--- src/rtl/divisor_pkg.sv ---
// divisor_pkg: shared FSM encoding and counter sizing for the restoring divider.
package divisor_pkg;
  typedef enum logic [1:0] {IDLE = 2'd0, LOAD = 2'd1, ITER = 2'd2, DONE = 2'd3} state_t;
  function automatic int cnt_w(input int w);
    return $clog2(w);
  endfunction
endpackage

--- src/rtl/divisor_fd.sv ---
// divisor_fd: shift-subtract-restore datapath with A/Q/B registers, iteration counter and dbz flag.
module divisor_fd
  import divisor_pkg::*;
#(
  parameter int WIDTH = 4
) (
  input  logic             clk,
  input  logic             rst,
  input  logic             load,
  input  logic             iter,
  input  logic             take,
  input  logic [WIDTH-1:0] n,
  input  logic [WIDTH-1:0] d,
  output logic             zero,
  output logic             sub_neg,
  output logic             dbz,
  output logic [WIDTH-1:0] q,
  output logic [WIDTH-1:0] r
);
  localparam int CW = cnt_w(WIDTH);
  // A's extra top bit is provably 0 once stored (A < B), so only WIDTH bits are kept.
  logic [WIDTH-1:0] a_q, a_d, q_q, q_d, b_q, b_d;
  logic [CW-1:0]    cnt_q, cnt_d;
  logic             dbz_q, dbz_d;
  logic [WIDTH:0]   shifted, t;
  assign shifted = {a_q, q_q[WIDTH-1]};
  assign t       = shifted - {1'b0, b_q};
  assign sub_neg = t[WIDTH];
  assign zero    = cnt_q == '0;
  assign dbz     = dbz_q;
  assign q       = q_q;
  assign r       = a_q;
  always_comb begin
    a_d   = load ? '0 : iter ? (take ? t[WIDTH-1:0] : shifted[WIDTH-1:0]) : a_q;
    q_d   = load ? n : iter ? {q_q[WIDTH-2:0], take} : q_q;
    b_d   = load ? d : b_q;
    cnt_d = load ? CW'(WIDTH - 1) : iter ? cnt_q - 1'b1 : cnt_q;
    dbz_d = load ? (d == '0) : dbz_q;
  end
  always_ff @(posedge clk or negedge rst) begin
    if (!rst) begin
      a_q   <= '0;
      q_q   <= '0;
      b_q   <= '0;
      cnt_q <= '0;
      dbz_q <= 1'b0;
    end else begin
      a_q   <= a_d;
      q_q   <= q_d;
      b_q   <= b_d;
      cnt_q <= cnt_d;
      dbz_q <= dbz_d;
    end
  end
endmodule

--- src/rtl/divisor_seq.sv ---
// divisor_seq: sequential unsigned restoring divider; FSM control unit driving divisor_fd.
module divisor_seq
  import divisor_pkg::*;
#(
  parameter int WIDTH = 4
) (
  input  logic             clk,
  input  logic             rst,
  input  logic             start,
  input  logic [WIDTH-1:0] N_in,
  input  logic [WIDTH-1:0] D_in,
  output logic             busy,
  output logic             done,
  output logic             dbz,
  output logic [WIDTH-1:0] Q_out,
  output logic [WIDTH-1:0] R_out
);
  state_t state_q, state_d;
  logic   zero, sub_neg;
  always_ff @(posedge clk or negedge rst) begin
    if (!rst) state_q <= IDLE;
    else      state_q <= state_d;
  end
  always_comb begin
    state_d = state_q;
    case (state_q)
      IDLE:    state_d = start ? LOAD : IDLE;
      LOAD:    state_d = ITER;
      ITER:    state_d = zero ? DONE : ITER;
      default: state_d = IDLE;
    endcase
  end
  assign busy = (state_q == LOAD) || (state_q == ITER);
  assign done = state_q == DONE;
  divisor_fd #(.WIDTH(WIDTH)) u_fd (
    .clk     (clk),
    .rst     (rst),
    .load    (state_q == LOAD),
    .iter    (state_q == ITER),
    .take    (~sub_neg),
    .n       (N_in),
    .d       (D_in),
    .zero    (zero),
    .sub_neg (sub_neg),
    .dbz     (dbz),
    .q       (Q_out),
    .r       (R_out)
  );
endmodule
--- config.mk ---
export PLATFORM = sky130hd
export DESIGN_NAME = divisor_seq
export DESIGN_NICKNAME = d
export VERILOG_FILES = /design/src/rtl/divisor_pkg.sv /design/src/rtl/divisor_fd.sv /design/src/rtl/divisor_seq.sv
export SDC_FILE = /design/constraint.sdc
export NUM_CORES = 1
export LEC_CHECK = 0
export CAP_MARGIN = 15
export CORE_MARGIN = 4
export CORE_UTILIZATION = 35
export DETAILED_ROUTE_END_ITERATION = 8
export PLACE_DENSITY = 0.59
export SLEW_MARGIN = 5
export SYNTH_ARGS = -nofsm -noshare
export SYNTH_HDL_FRONTEND = slang
export SYNTH_SLANG_ARGS = --single-unit
--- constraint.sdc ---
create_clock -name clk -period 2.7 [get_ports clk]
set_input_delay 0.405 -clock clk [delete_from_list [all_inputs] [get_ports clk]]
set_output_delay 0.405 -clock clk [all_outputs]
set_load 0.03 [all_outputs]
=== Word level (Yosys, flattened, before mapping) ===
Index checks and enable logic that the tools add are counted.

* Magnitude comparators: 0
* Equal/unequal tests: 3
* Shift operators: 0
* Add/subtract/negate cells: 2
* Reduce and logical (&&, ||, !) cells: 5
* Multipliers: 0
* Bitwise logic cells: 1
* Div/mod/pow operators: 0
* Muxes and demuxes: 10

{| class="wikitable"
|+ Operators with widths
! kind !! count
|-
| 2-to-1 mux 4 bit || 5
|-
| one-hot mux 2 bit (3 select lines) || 1
|-
| subtractor 5 x 4 -> 5 bit || 1
|-
| equality test 2 bit, second input constant || 2
|-
| zero test 2 bit || 2
|-
| zero test 4 bit || 1
|-
| 2-to-1 mux 2 bit || 2
|-
| equality test 2 x 1 -> 1 bit, second input constant || 1
|-
| 2-to-1 mux 1 bit || 2
|-
| nonzero test 2 bit || 1
|-
| subtractor 2 x 1 -> 2 bit, second input constant || 1
|-
| logical OR 1 bit || 1
|-
| inverter 1 bit || 1
|}

* Memory bits (writable): 0
* Memories: 0
* Logic and storage cells: 27
* Memory bits (read-only): 0
* Bits in latches: 0
* Output and inout port bits: 11
* Input port bits: 11
* Register bits after elaboration: 17

=== Logic depth before layout (Yosys ltp) ===
Gate-level depths: netlist of run 1.

* Depth after elaboration: 4
* Mapped depth: 8
* Mapped depth without buffers: 8

=== By module ===
A second synthesis of run 1 with hierarchy kept.

* Cell total of the unflattened synthesis: 95
* Area total of the unflattened synthesis: 987.2 sq um

{| class="wikitable"
|+ By module, submodules not included
! module !! cells each !! area an instance (sq um) !! times used
|-
| divisor_fd || 83 || 852.1 || 1
|-
| divisor_seq || 12 || 135.1 || 1
|}

=== Least setup slack after synthesis of run 1 ===
Ideal clock, no wire load.

* Path kind: reg-to-reg
* Start: register u_fd.q_q[3], in the netlist u_fd.q[3]
* End: register u_fd.a_q[0], in the netlist u_fd.r[0]
* Data arrival time: 1.964 ns
* Data required time: 2.574 ns
* Cell stages (with the launch flop): 9
* Library setup time: 0.126 ns
* Slack: 0.610 ns
* Cells stage by stage: dfrtp_1 inv_1 ha_1 inv_1 fa_1 nand3_2 a21oi_2 or2_4 a311o_1

* Word-level cells in the longest chain between the ends: 4

{| class="wikitable"
|+ RTL lines
! element !! RTL line !! text
|-
| from (decl) || divisor_fd.sv:22 || <nowiki>logic [WIDTH-1:0] a_q, a_d, q_q, q_d, b_q, b_d;</nowiki>
|-
| from (signal assigned) || divisor_fd.sv:49 || <nowiki>q_q <= q_d;</nowiki>
|-
| subtractor 5 x 4 -> 5 bit || divisor_fd.sv:27 || <nowiki>assign t = shifted - {1'b0, b_q};</nowiki>
|-
| 2-to-1 mux 4 bit (*) (3 in a row) || divisor_fd.sv:34 || <nowiki>a_d = load ? '0 : iter ? (take ? t[WIDTH-1:0] : shifted[WIDTH-1:0]) : a_q;</nowiki>
|-
| to (signal assigned) || divisor_fd.sv:42 || <nowiki>a_q <= '0;</nowiki>
|-
| to (signal assigned) || divisor_fd.sv:48 || <nowiki>a_q <= a_d;</nowiki>
|-
| to (decl) || divisor_fd.sv:22 ||
|}

Every way passes the cells marked *; elsewhere a longest branch is shown, timed or not. The select of a mux whose other input is x is not followed.
A chain may end at the register's enable or synchronous reset.

=== Worst setup path after layout of run 1 ===
* Start: register state_q[1]
* End: output busy

* Word-level cells in the longest chain between the ends: 2
* Elaborated cells on any way between the ends: 3
* Classes of those cells: eq/ne (2); reduce/logical (1)

{| class="wikitable"
|+ RTL lines
! element !! RTL line !! text
|-
| from (decl) || divisor_seq.sv:18 || <nowiki>state_t state_q, state_d;</nowiki>
|-
| from (signal assigned) || divisor_seq.sv:22 || <nowiki>else state_q <= state_d;</nowiki>
|-
| equality test 2 x 1 -> 1 bit or equality test 2 bit (tied branches) || divisor_seq.sv:33 || <nowiki>assign busy = (state_q == LOAD) || (state_q == ITER);</nowiki>
|-
| logical OR 1 bit (*) || divisor_seq.sv:33 ||
|-
| to (decl) || divisor_seq.sv:12 || <nowiki>output logic busy,</nowiki>
|}

Every way passes the cells marked *; elsewhere a longest branch is shown, timed or not.

==> results of run 1 <==
==> flip-flops by register name, summed over array words and instances, names as in the netlist <==
signal and count:
u_fd.r 4, state_q 2, u_fd.b_q 4, u_fd.dbz 1
u_fd.q 4, u_fd.cnt_q 2
==> final cells by class <==
cell class / instances / area share
Clock buffer: 4 / 0.02065
Tap cell: 31 / 0.03048
Inverter: 11 / 0.03245
Timing Repair Buffer: 22 / 0.1711
Multi-Input combinational cell: 69 / 0.4110
Sequential cell: 17 / 0.3343
==> layer usage <==
layer	track usage	up-vias	routed length (um)
met4	0.03636	0	12
met3	0.03354	2	76
li1	-	399	-
met1	0.1504	373	962
met5	0	-	0
met2	0.1883	16	949
==> metrics by stage <==
step,worst slack [ns],hold WS [ns]
floorplan,0.6101,0.1094
CTS,0.5640,0.4837
global route,0.5189,0.5110
detailed placement,0.6622,0.4692
finish,0.5970,0.4804
global placement,0.6907,0.4640
==> worst min path at each step <==
stage               endpoint  slack [ns]  cells past startpoint
4_1_cts        u_fd.cnt_q[0]        0.48                      1
3_5_place_dp   u_fd.cnt_q[0]        0.47                      1
3_3_place_gp   u_fd.cnt_q[0]        0.46                      1
5_1_grt        u_fd.cnt_q[0]        0.51                      1
6_report       u_fd.cnt_q[0]        0.48                      1
2_1_floorplan     state_q[0]        0.11                      0
==> critical path, delay by kind of cell, from the launching register on <==
| family | cells | cell delay [ns] |
|---|---|---|
| flops | 1 | 0.38 |
| buf+inv | 2 | 0.74 |
| fa+ha+maj | 1 | 0.29 |
==> cells by family after synthesis <==
family                   Yosys count
AO/OA/AOI/OAI                     22
XOR/XNOR                           1
adder cells (fa/ha/maj)           10
buffers and inverters             15
flip-flops                        17
multiplexers                       5
AND/OR/NAND/NOR                   31
==> layout by cell type (no fill, tap or decap), drive strengths merged, types with 3 or more instances in the layout <==
cell	count
a21oi	7
a311o	3
a31oi	3
clkbuf	4
clkdlybuf4s50	21
dfrtp	17
ha	9
inv	11
mux2i	3
nand2	6
nor2	7
nor2b	4
nor4	3
o21ai	4
==> run summary, run 1 <==
Status - complete, no violations
DP Wirelength - 1.504 mm
Final setup vio count - 0
Final wirelength - 2.000 mm
Reg2Reg Depth - 8
Routed length per instance - 12.99 um
Antenna Nets Post-Route - 0
Vias - 790
Synth-to-layout area growth - 26.49%
Reg2reg end - u_fd.r[2]
Die Width - 61.61 um
Longest Clk Path Bufs - 2
Leading post-synthesis cells by cell area - dfrtp_1 42%, ha_1 11%, inv_1 4.1%, a311o_1 3.0%, mux2i_1 3.0%
CP required - 2.30 ns
Sum Neg Setup Slack - 0 ns
H-Tree Depth - 1
Hold Path Class - flop to flop
CTS tree - yes
Via density - 5.130
Largest area contributor in the synthesized netlist - dfrtp_1
Crit path largest cell delay - 0.67 ns
Clk sinks - 17
Syn nets - 122
Synth warn - 0
Overall routing resource usage - 0.1166
Post-layout minimum cycle time - 2.103 ns
Post-synth ARST share - 1.000
Post-synth EDFFs - 0
N_diodes - 0
Critical path destination - busy
Critical path launch point type - flop
Placed Instance Area - 1246 um^2
Syn Inst Count - 101
Yosys reg bits - 17
CP arrival - 1.70 ns
Share of Yosys cell area claimed by the top area cell type - 0.4229
Post-synthesis adder-cell area fraction - 0.1318
# hold bufs at CTS - 0
Filler Cell Count - 279
1st-pass router iterations - 4
Critical path launch point - state_q[1]
Multiplexer area fraction after synthesis - 0.05224
Clock-pin transition on the worst setup and hold timing paths - 0.10 ns
Count of buffers from port buffering - 21
Synthesized cell area - 1006 um^2
CP endpoint kind - output pin
Multi-input gate area - 523.0 um^2
Post-CTS Setup Repair Bufs - 0
Clk_skew - 0.01182 ns
CP max FO - 3
Synth unique cells - 31
Rows - 19
Die Area - 3796 um^2
CP max stage cell - clkdlybuf4s50_1
Core Box Area - 2758 um^2
Max Cap Violations - 0
Remaining Overflow, GRT - 0
Xor-xnor portion of the synthesized cell area - 0.008706
IO Count - 22
Synth cell count leaders - 17 x dfrtp_1, 11 x inv_1, 9 x ha_1
Slew Viols, Final - 0
First-pass GRT wire length - 3.277 mm
Simple-gate share of the synthesized area - 0.1779
Iteration-0 DRC Markers - 26
Die height - 61.61 um
Gp weighted congestion - 0.8291
Share of cells above drive strength 1 - 0.1138
Sequential standard cell area - 425.4 um^2
Fmax - 475.5 MHz
Post-route cell area - 1272 um^2
Top_reg_cell synth - dfrtp_1
Reg2Reg Setup Slack - 0.64 ns
Largest family of logic cells by synthesized area - simple AND/OR/NAND/NOR gates
Root Buffer - clkbuf_4
Vias in the first global route - 720
Final Non-Filler Cells - 154
Final Core Density - 0.4614
Post-synthesis sequential area ratio - 0.4229
Slew HR - 0.4767
Syn avg cell area - 9.960 um^2
Final #Nets - 145
RR Startpoint - u_fd.q[3]
Final hold vios - 0
CP Class - flop to output pin
Compound-Gate Fraction of Synth Area - 0.1493
CP cell instances - inv_1 -> ha_1 -> clkdlybuf4s50_1
RSZ-0062 raised after global routing - false
DP Cell Count - 150
Final worst-path cycle share - 0.7789
Largest net degree at the start of global routing - 20
Hold_sp - u_fd.cnt_q[0]
Count leader, synth - dfrtp_1
Initial Utilization - 0.3648
CTS buffer count - 3
Clk_lat worst skew - 0.30 ns
Pin slew with the least headroom to its limit - 0.7825 ns
Initial antenna violation count - 0
DRC - 0
# resized after CTS - 0
Power of run 1 is left out: the tool's default activity adds up to more than one toggle a clock period on the data nets, which glitch-free logic cannot reach.
==> inputs of run 2 (changes only) <==
==> constraint.sdc (replaced) <==
create_clock -name clk -period 2.2 [get_ports clk]
set_input_delay 0.33 -clock clk [delete_from_list [all_inputs] [get_ports clk]]
set_output_delay 0.33 -clock clk [all_outputs]
set_load 0.03 [all_outputs]
==> run summary, run 2 (synthesis gave the netlist of run 1 again) <==
Status - complete, no violations (unchanged)
Synth-to-layout area growth - 28.86% (was 26.49%)
CP arrival - 2.23 ns (was 1.70 ns)
# resized after CTS - 0 (unchanged)
Most Crowded Layer GR - met2 (unchanged)
CTS tree - yes (unchanged)
Gp weighted congestion - 0.8673 (was 0.8291)
Die height - 61.61 um (unchanged)
Iteration-0 DRC Markers - 22 (was 26)
Post-layout minimum cycle time - 2.045 ns
CP cell instances - inv_1 -> ha_1 -> inv_1 -> fa_1 -> nand3_2 -> a21oi_2 -> or2_4 -> a311o_1 (was inv_1 -> ha_1 -> clkdlybuf4s50_1)
Sum Neg Setup Slack - 0 ns (unchanged)
CP required - 2.38 ns (was 2.30 ns)
Grt met1 use - 0.1574 (was 0.1504)
H-Tree Depth - 1 (unchanged)
Longest Clk Path Bufs - 2 (unchanged)
CP max FO - 6 (was 3)
Initial antenna violation count - 0 (unchanged)
Share of cells above drive strength 1 - 0.1429 (was 0.1138)
Clk_skew - 0.006944 ns (was 0.01182 ns)
Routed length per instance - 12.78 um (was 12.99 um)
Commonest cells after routing, fill and taps aside - 21 x clkdlybuf4s50_1, 17 x dfrtp_1, 11 x inv_1, 9 x ha_1, 7 x nor2_1 (unchanged)
N_diodes - 0 (unchanged)
Vias in the first global route - 763 (was 720)
# hold bufs at CTS - 0 (unchanged)
CTS buffer count - 3 (unchanged)
Post-CTS Setup Repair Bufs - 0 (unchanged)
Remaining Overflow, GRT - 0 (unchanged)
Met3 usage - 0.03983 (was 0.03354)
Antenna Nets Post-Route - 0 (unchanged)
Count of buffers from port buffering - 21 (unchanged)
DP Wirelength - 1.545 mm (was 1.504 mm)
CP max stage cell - dfrtp_1 (was clkdlybuf4s50_1)
Clock-pin transition on the worst setup and hold timing paths - 0.11 ns (was 0.10 ns)
Largest net degree at the start of global routing - 20 (unchanged)
Final #Nets - 148 (was 145)
Clk_lat worst skew - 0.29 ns (was 0.30 ns)
Root Buffer - clkbuf_4 (unchanged)
Max Cap Violations - 0 (unchanged)
CP Class - flop to flop (was flop to output pin)
1st-pass router iterations - 4 (unchanged)
Final hold vios - 0 (unchanged)
Initial Utilization - 0.3648 (unchanged)
Critical path launch point type - flop (unchanged)
IO Count - 22 (unchanged)
Overall routing resource usage - 0.1202 (was 0.1166)
Clk sinks - 17 (unchanged)
Hold Path Class - primary input to async pin (was flop to flop)
First-pass GRT wire length - 3.394 mm (was 3.277 mm)
Vias - 816 (was 790)
Die Width - 61.61 um (unchanged)
Slew HR - 0.7680 (was 0.4767)
Final wirelength - 2.006 mm (was 2.000 mm)
Reg2Reg Depth - 8 (unchanged)
Crit path largest cell delay - 0.42 ns (was 0.67 ns)
CP endpoint kind - flop (was output pin)
Routing usage on met2 - 0.1928 (was 0.1883)
RSZ-0062 raised after global routing - false (unchanged)
Die Area - 3796 um^2 (unchanged)
Commonest non-fill, non-tap cell in the layout - clkdlybuf4s50_1 (unchanged)
Rows - 19 (unchanged)
Core Box Area - 2758 um^2 (unchanged)
Via density - 5.197 (was 5.130)
Slew Viols, Final - 0 (unchanged)
Filler Cell Count - 265 (was 279)
Pin slew with the least headroom to its limit - 0.3473 ns (was 0.7825 ns)
Final setup vio count - 0 (unchanged)
DRC - 0 (unchanged)
Cell repeated most along the worst path - inv_1
Final worst-path cycle share - 0.9298
Fmax - 488.9 MHz
==> run 2: cell types whose count changed in the layout (fill, tap and decap cells not counted), sizes merged <==
cell,before,now
clkinv,0,1
buf,1,4
clkbuf,4,3
==> run 2: layer usage <==
layer | vias up | routed length, um
met5 | - | 0
met4 | 0 | 13
met3 | 2 | 99
met2 | 16 | 975
met1 | 393 | 918
li1 | 405 | -
==> run 2: area by class of cell <==
cell class              count  area, um^2  area share
clock buffers               3       22.52     0.01737
clock inverters             1       5.005    0.003861
repair buffers             25       240.2      0.1853
inverters                  11       41.29     0.03185
flip-flops and latches     17       425.4      0.3282
well taps                  31       38.79     0.02992
multi-input cells          69       523.0      0.4035
==> run 2: worst paths after layout <==
| path | slack [ns] | from | to |
|---|---|---|---|
| min reg2reg | 0.50 | u_fd.cnt_q[0] | u_fd.cnt_q[0] |
| min | 0.34 | rst | u_fd.b_q[3] |
| min in group clk | 0.50 | u_fd.cnt_q[0] | u_fd.cnt_q[0] |
| max | 0.15 | u_fd.q[3] | u_fd.r[1] |
| max in group asynchronous | 1.66 | rst | u_fd.r[1] |
| max reg2reg | 0.15 | u_fd.q[3] | u_fd.r[1] |
==> run 2: worst max-delay path, delay by kind of cell, from the launching register on <==
family,cells,cell delay (ns)
buf+inv,2,0.12
simple gates,2,0.42
flops,1,0.42
compound gates,2,0.45
fa+ha+maj,2,0.56
==> run 2: stage by stage <==
step	setup WS (ns)	util	hold slack, ns	area, um^2	instances
final	0.1545	0.4701	0.3421	1296	157
after global routing	0.04631	0.4701	0.3534	1296	157
after CTS	0.1419	0.4701	0.3452	1296	157
after detailed placement	0.1659	0.4601	0.4899	1269	153
after global placement	0.1920	0.4601	0.4633	1269	153
after floorplan	0.1101	-	0.03441	1006	101
Power of run 2 is left out for the same reason.
==> inputs of run 3 (changes only) <==
==> constraint.sdc (replaced) <==
create_clock -name clk -period 2.5 [get_ports clk]
set_input_delay 0.375 -clock clk [delete_from_list [all_inputs] [get_ports clk]]
set_output_delay 0.375 -clock clk [all_outputs]
set_load 0.03 [all_outputs]
==> run summary, run 3 (synthesis gave the netlist of run 1 again) <==
Longest Clk Path Bufs - 2 (unchanged)
Antenna Nets Post-Route - 0 (unchanged)
Commonest cells after routing, fill and taps aside - 21 x clkdlybuf4s50_1, 17 x dfrtp_1, 11 x inv_1, 9 x ha_1, 7 x nor2_1 (unchanged)
Count of buffers from port buffering - 21 (unchanged)
Filler Cell Count - 273 (was 265)
Slew HR - 0.4606 (was 0.7680)
Post-CTS Setup Repair Bufs - 0 (unchanged)
Post-layout minimum cycle time - 2.110 ns
CP Class - flop to output pin (was flop to flop)
H-Tree Depth - 1 (unchanged)
CTS tree - yes (unchanged)
Initial antenna violation count - 0 (unchanged)
Sequential standard cell area - 425.4 um^2 (unchanged)
CP max stage cell - clkdlybuf4s50_1 (was dfrtp_1)
IO Count - 22 (unchanged)
Status - complete, no violations (unchanged)
CTS buffer count - 3 (unchanged)
Clock-pin transition on the worst setup and hold timing paths - 0.11 ns (about the same)
RR Startpoint - u_fd.q[3] (unchanged)
Multi-input gate area - 523.0 um^2 (unchanged)
# hold bufs at CTS - 0 (unchanged)
Initial Utilization - 0.3648 (unchanged)
Share of cells above drive strength 1 - 0.1220 (was 0.1429)
CP max FO - 3 (was 6)
Root Buffer - clkbuf_4 (unchanged)
Final hold vios - 0 (unchanged)
Clk sinks - 17 (unchanged)
Iteration-0 DRC Markers - 20 (was 22)
Overall routing resource usage - 0.1191 (was 0.1202)
Placement Setup Slack - 0.4628 ns (was 0.1659 ns)
Die Width - 61.61 um (unchanged)
Clk_skew - 0.001421 ns (was 0.006944 ns)
Final worst-path cycle share - 0.8439
1st-pass router iterations - 5 (was 4)
Remaining Overflow, GRT - 0 (unchanged)
Critical path launch point type - flop (unchanged)
Critical path launch point - state_q[0] (was u_fd.q[3])
Vias - 802 (was 816)
DP Wirelength - 1.482 mm (was 1.545 mm)
Fmax - 474.0 MHz
Max Cap Violations - 0 (unchanged)
Reg2Reg Setup Slack - 0.45 ns (was 0.15 ns)
Slew Viols, Final - 0 (unchanged)
Die height - 61.61 um (unchanged)
Hold_sp - u_fd.cnt_q[0]
DRC - 0 (unchanged)
Die Area - 3796 um^2 (unchanged)
Final setup vio count - 0 (unchanged)
Final worst slack - 0.3904 ns (was 0.1545 ns)
CP required - 2.12 ns (was 2.38 ns)
Gp weighted congestion - 0.8294 (was 0.8673)
Final #Nets - 145 (was 148)
Clk_lat worst skew - 0.30 ns (was 0.29 ns)
Crit path largest cell delay - 0.67 ns (was 0.42 ns)
Pin slew with the least headroom to its limit - 0.8066 ns (was 0.3473 ns)
RSZ-0062 raised after global routing - false (unchanged)
Routed length per instance - 13.09 um (was 12.78 um)
Via density - 5.208 (was 5.197)
Commonest non-fill, non-tap cell in the layout - clkdlybuf4s50_1 (unchanged)
CP endpoint kind - output pin (was flop)
Synth-to-layout area growth - 26.62% (was 28.86%)
Core Box Area - 2758 um^2 (unchanged)
# resized after CTS - 0 (unchanged)
Sum Neg Setup Slack - 0 ns (unchanged)
Largest net degree at the start of global routing - 20 (unchanged)
Rows - 19 (unchanged)
N_diodes - 0 (unchanged)
Final wirelength - 2.016 mm (was 2.006 mm)
CP cell instances - inv_1 -> ha_1 -> clkdlybuf4s50_1 (was inv_1 -> ha_1 -> inv_1 -> fa_1 -> nand3_2 -> a21oi_2 -> or2_4 -> a311o_1)
Vias in the first global route - 754 (was 763)
CP arrival - 1.73 ns (was 2.23 ns)
First-pass GRT wire length - 3.284 mm (was 3.394 mm)
Hold Path Class - flop to flop (was primary input to async pin)
[run 3: changes by cell type in the layout (fill, tap and decap cells not counted)]
cell and change:
buf_4 -3
[run 3: layout make-up]
class / count / share of cell area
Tap cell: 31 / 0.03045
Clock buffer: 3 / 0.01768
Timing Repair Buffer: 22 / 0.1709
Inverter: 11 / 0.03242
Clock inverter: 1 / 0.003929
Multi-Input combinational cell: 69 / 0.4106
Sequential cell: 17 / 0.3340
[run 3: final timing paths]
check                                 to  depth (start not counted)
min reg2reg                u_fd.cnt_q[0]                          1
min                        u_fd.cnt_q[0]                          1
min in group asynchronous    u_fd.b_q[1]                          1
max reg2reg                    u_fd.r[0]                          8
max                                 busy                          3
max in group asynchronous      u_fd.r[3]                          1
[run 3: per-stage QoR]
step / hold WS [ns] / std cells / instance area [um^2] / util
finish: 0.4833 / 154 / 1274 / 0.4619
global route: 0.5191 / 154 / 1274 / 0.4619
CTS: 0.4823 / 154 / 1274 / 0.4619
detailed placement: 0.4644 / 150 / 1246 / 0.4519
global placement: 0.4640 / 150 / 1246 / 0.4519
floorplan: 0.07941 / 101 / 1006 / -
[run 3: worst max-delay path: cells and delay by family, from the launching register on]
kind | cells | cell delay [ns]
flip-flops | 1 | 0.40
buffers and inverters | 2 | 0.75
adder cells (fa/ha/maj) | 1 | 0.29
[run 3: layer usage]
metal | part of all wire | wire (um) | track usage | vias to the layer above
met5 | 0 | 0 | 0 | -
met4 | 0.0084 | 17 | 0.06667 | 0
met2 | 0.48 | 975 | 0.1839 | 17
li1 | - | - | - | 401
met1 | 0.47 | 952 | 0.1515 | 382
met3 | 0.035 | 71 | 0.02935 | 2
Power of run 3 is left out for the same reason.
